<file path="src/rtl/obst_lane_sched.sv">
// Game scheduler for rotating obstacle rows: shift ticks, collision detection, IDLE/PLAY/WIN/LOSS FSM.
// All outputs registered (1 cycle after inputs); no backpressure. OBST_SCORE_EN adds an 8-bit win score.
module obst_lane_sched #(
    parameter int LANES    = 4,
    parameter int TICK_DIV = 8
) (
    input  logic                 clk,
    input  logic                 reset,
    input  logic                 start,
    input  logic [2:0]           player_row,
    input  logic [3:0]           player_col,
    input  logic [16*LANES-1:0]  lane_bits,
    output logic [LANES-1:0]     lane_enable,
    output logic [LANES-1:0]     lane_dir,
    output logic                 win,
    output logic                 loss,
    output logic [1:0]           level,
`ifdef OBST_SCORE_EN
    output logic [7:0]           score,
`endif
    output logic [1:0]           state
);

    localparam int CW = $clog2(TICK_DIV);

    typedef enum logic [1:0] {
        IDLE = 2'd0,
        PLAY = 2'd1,
        WIN  = 2'd2,
        LOSS = 2'd3
    } state_t;

    function automatic logic [LANES-1:0] dir_reset_pattern();
        logic [LANES-1:0] p;
        for (int i = 0; i < LANES; i++) p[i] = (i % 2 == 1);
        return p;
    endfunction

    localparam logic [LANES-1:0] DIR_RST = dir_reset_pattern();

    state_t           state_q, state_d;
    logic [CW-1:0]    cnt_q, cnt_d;
    logic [CW:0]      period;
    logic             tick, hit, goal;
    logic [LANES-1:0] en_d, dir_d;
    logic [1:0]       level_d;

    assign state = state_q;

    always_comb begin
        period = (CW+1)'(TICK_DIV >> level);
        if (period == '0) period = 1;
    end

    assign tick = (cnt_q == CW'(period - 1'b1));
    assign goal = (player_row == 3'(LANES + 1));

    // Rows outside 1..LANES (start zone, goal, out-of-range) can never collide.
    always_comb begin
        hit = 1'b0;
        for (int i = 0; i < LANES; i++)
            if (player_row == 3'(i + 1)) hit = lane_bits[16*i + int'(player_col)];
    end

    always_comb begin
        state_d = state_q;
        cnt_d   = cnt_q;
        en_d    = '0;
        level_d = level;
        dir_d   = lane_dir;
        case (state_q)
            IDLE: if (start) begin
                state_d = PLAY;
                cnt_d   = '0;
            end
            PLAY: begin
                cnt_d = tick ? '0 : cnt_q + 1'b1;
                if (hit) begin
                    state_d = LOSS;
                end else begin
                    if (tick) en_d = '1;
                    if (goal) begin
                        state_d = WIN;
                        // Direction flips only when the level actually advances.
                        if (level != 2'd3) begin
                            level_d = level + 2'd1;
                            dir_d   = ~lane_dir;
                        end
                    end
                end
            end
            WIN: if (start) begin
                state_d = PLAY;
                cnt_d   = '0;
            end
            LOSS: if (start) begin
                state_d = IDLE;
                level_d = 2'd0;
                dir_d   = DIR_RST;
            end
            default: state_d = IDLE;
        endcase
    end

    always_ff @(posedge clk) begin
        if (reset) begin
            state_q     <= IDLE;
            cnt_q       <= '0;
            lane_enable <= '0;
            lane_dir    <= DIR_RST;
            level       <= 2'd0;
            win         <= 1'b0;
            loss        <= 1'b0;
        end else begin
            state_q     <= state_d;
            cnt_q       <= cnt_d;
            lane_enable <= en_d;
            lane_dir    <= dir_d;
            level       <= level_d;
            win         <= (state_d == WIN);
            loss        <= (state_d == LOSS);
        end
    end

`ifdef OBST_SCORE_EN
    always_ff @(posedge clk) begin
        if (reset)
            score <= 8'd0;
        else if (state_q == PLAY && state_d == WIN && score != 8'hff)
            score <= score + 8'd1;
    end
`endif

endmodule

</file>
<file path="config.mk">
export PLATFORM = sky130hd
export DESIGN_NAME = obst_lane_sched
export DESIGN_NICKNAME = d
export VERILOG_FILES = /design/src/rtl/obst_lane_sched.sv
export SDC_FILE = /design/constraint.sdc
export NUM_CORES = 1
export LEC_CHECK = 0
export ABC_AREA = 1
export CORE_ASPECT_RATIO = 0.75
export CORE_MARGIN = 5
export CORE_UTILIZATION = 30
export CTS_CLUSTER_DIAMETER = 60
export DETAILED_ROUTE_END_ITERATION = 12
export PLACE_DENSITY = 0.76
export SYNTH_ARGS = -nofsm -noshare
export SYNTH_HDL_FRONTEND = slang
export SYNTH_SLANG_ARGS = --single-unit
</file>
<file path="constraint.sdc">
create_clock -name clk -period 2.15 [get_ports clk]
set_clock_uncertainty 0.1 [all_clocks]
set_input_delay 0.215 -clock clk [delete_from_list [all_inputs] [get_ports clk]]
set_output_delay 0.215 -clock clk [all_outputs]
set_load 0.02 [all_outputs]
</file>
==> impl_metrics.ini <==
[synthesis]
seq_area_frac_synth_pct = 20.42
yosysTopAreaCell = nand2_1
post-synth-top-count-cell = nand2_1
ys.flop_type = dfxtp_1
netlist_area_sq_um = 1373
synthesis.instances = 253
ys_seq_elements = 14
synth_area_per_cell_sq_um = 5.425
synth_nets = 331
yosys-top-cells-area = nand2_1 (24%), dfxtp_1 (20%), nand3_1 (15%)
ys_types = 20
yosysWarnings = 0
synth_edf_count = 0
synth_top_area_share_pct = 24.07
synthArstFlopShare_pct = 0
synthTopCellsByCount = nand2_1 (88), nand3_1 (40), inv_1 (30), nor2_1 (23), o21ai_0 (17)

[power_and_ir_drop]
comb_power_share_pct = 41.8
irDropWorstVdd_mv = 0.1541
p_int_mw = 0.5890
p_seq_share_pct = 34.0
total_power_mw = 0.8253
p_sw_mw = 0.2363
pwr-share-clk_pct = 24.3
sw_frac_of_total_pct = 28.63
leakagePower_nw = 1.076
cellPowerDensity_nw_per_um2 = 353.9

[finish]
drive_gt1_share_pct = 2.994
nNetsFinal = 414
layout.cells.non_filler = 391
area_growth_pct = 69.92
antenna_cells = 0
utilization_pct = 52.52

[critical_path]
cp.required_ns = 2.16
max_stage_delay_ns = 0.55
start_kind = input pin
crit_slowest_cell = clkdlybuf4s50_1
cp_max_fo = 32
cp_cell_sequence = clkdlybuf4s50_1 -> inv_2 -> buf_12 -> nand2_1 -> nand2_1 -> nand2_1 -> nand3_1 -> nand3_1 -> nand2_1 -> nand2_1 -> nand2_1 -> nor2_1 -> nand3_1 -> nand2_1 -> nor2_1
arrival_ns = 1.85
endpoint_kind = flop
path_common_cell = nand2_1
crit_type = in2reg

[clock_tree]
numCtsBuffers = 3
cts-resized-gates = 0
clock-root-buffer = clkbuf_8
clock_sinks = 14
cts.path.max_buffers = 2
htreeDepth = 1
post_cts_buffers = 0
cts_tree = done
worstSkewPairLatency_ns = 0.24
path_clk_slew_ns = 0.05
cts_hold_buf = 0

[placed_design]
io_buffer_count = 87
dpl.hpwl_um = 3985
gp_congestion = 0.8106
dp_cells = 388
dpl_worst_slack_ns = 0.04911

[route]
ant_nets = 0
firstDrtPassIters = 4
viasPerCell = 4.688
wl_per_cell_um = 12.45
drc = 0
drtIter0Drc = 92
totalWireLength_um = 4868
dr_total_vias = 1833

[timing]
max_freq_mhz = 542.2
relSlewSlack_pct = 58.50
setup_slack_ns = 0.3058
setup_viol = 0
rsz0062_at_grt = false
fin_tns_setup_ns = 0
hold_viol = 0
drv_slew = 0
post-route-min-period_ns = 1.844
tightest_slew_ns = 0.6160
finalCritPeriodShare_pct = 85.78

[global_routing]
grt_pass1_wl_um = 7679
track_usage_pct = 16.06
antenna_found_initial = 0
grt_pass1_vias = 1664
grt_overflow_total = 0
grt_start_max_net_pins = 33

[floorplanning]
core_area_sq_um = 4441
rows = 21
start_util_pct = 30.91
dieArea_sq_um = 6042
die_y_um = 68.58
die_w_um = 88.11
io_pins = 88

[run]
cap_violations = 0

[run_status]
status = complete, no violations

[min_path]
hold_path_class = reg2reg
-- kinds of logic (layout without fill, tap and decap cells) --
group / count (synthesis) / in the layout / synth area share [%]
and+or+nand+nor: 157 / 157 / 47.58
buffers and inverters: 44 / 125 / 14.22
AOI/OAI and AO/OA: 32 / 32 / 12.85
DFF: 14 / 14 / 20.42
adders and majority gates: 4 / 4 / 3.646
xor gates and xnor gates: 2 / 2 / 1.276
-- final cells by class --
class	instances	area, sq um
fill	448	2108
multi-input combinational	195	897.1
clock buffer	3	41.29
tap	57	71.32
inverter	31	116.4
timing repair buffer	91	925.9
sequential	14	280.3
-- layer usage --
metal,global-route usage (%),vias up,wire [um]
met5,0,-,0
met4,3.585,0,63
met3,2.732,6,276
met2,28.48,50,2346
met1,20.58,807,2181
li1,-,970,-
-- power by group through the flow --
| stage | Sequential [mW] | Clock (mW) | Combinational, mW |
|---|---|---|---|
| floorplan | 0.294 | 0 | 0.144 |
| global placement | 0.286 | 0 | 0.339 |
| detailed placement | 0.285 | 0 | 0.344 |
| global route | 0.282 | 0.219 | 0.380 |
| finish | 0.280 | 0.200 | 0.345 |
| CTS | 0.280 | 0.208 | 0.345 |
-- cells in the final DEF (no fill, tap or decap), types with 2 or more instances in the layout --
master	n
clkbuf_8	3
o21ai_0	17
nor3_1	4
dfxtp_1	14
nor2_1	23
buf_4	2
ha_1	4
nand2_1	88
o211ai_1	4
clkdlybuf4s50_1	87
nand3_1	40
a21oi_1	9
inv_1	30
buf_12	2
-- per-stage QoR --
step | hold slack [ns] | cell area (sq um)
global route | 0.3799 | 2332
floorplan | 0.1841 | 1373
finish | 0.3440 | 2332
detailed placement | 0.3399 | 2291
global placement | 0.3393 | 2291
CTS | 0.3460 | 2332
-- path summary, 6_finish.rpt --
| check | cells past startpoint | end | start | slack [ns] |
|---|---|---|---|---|
| worst max register to register | 6 | level[1] | level[0] | 0.38 |
| worst max-delay path | 15 | loss | player_col[0] | 0.31 |
| worst min-delay path | 1 | lane_dir[0] | lane_dir[0] | 0.34 |
| worst min register to register | 1 | lane_dir[0] | lane_dir[0] | 0.34 |
-- critical path, delay by kind of cell --
kind	cells	cell delay, ns
AND/OR/NAND/NOR	12	0.86
buffers and inverters	3	0.77
-- flip-flops by register name, indices dropped and copies added, names as in the netlist --
name / flops
cnt_q: 3
level: 2
lane_dir: 4
state: 2
loss: 1
win: 1
lane_enable: 1
(Power assumes the default switching activity.)
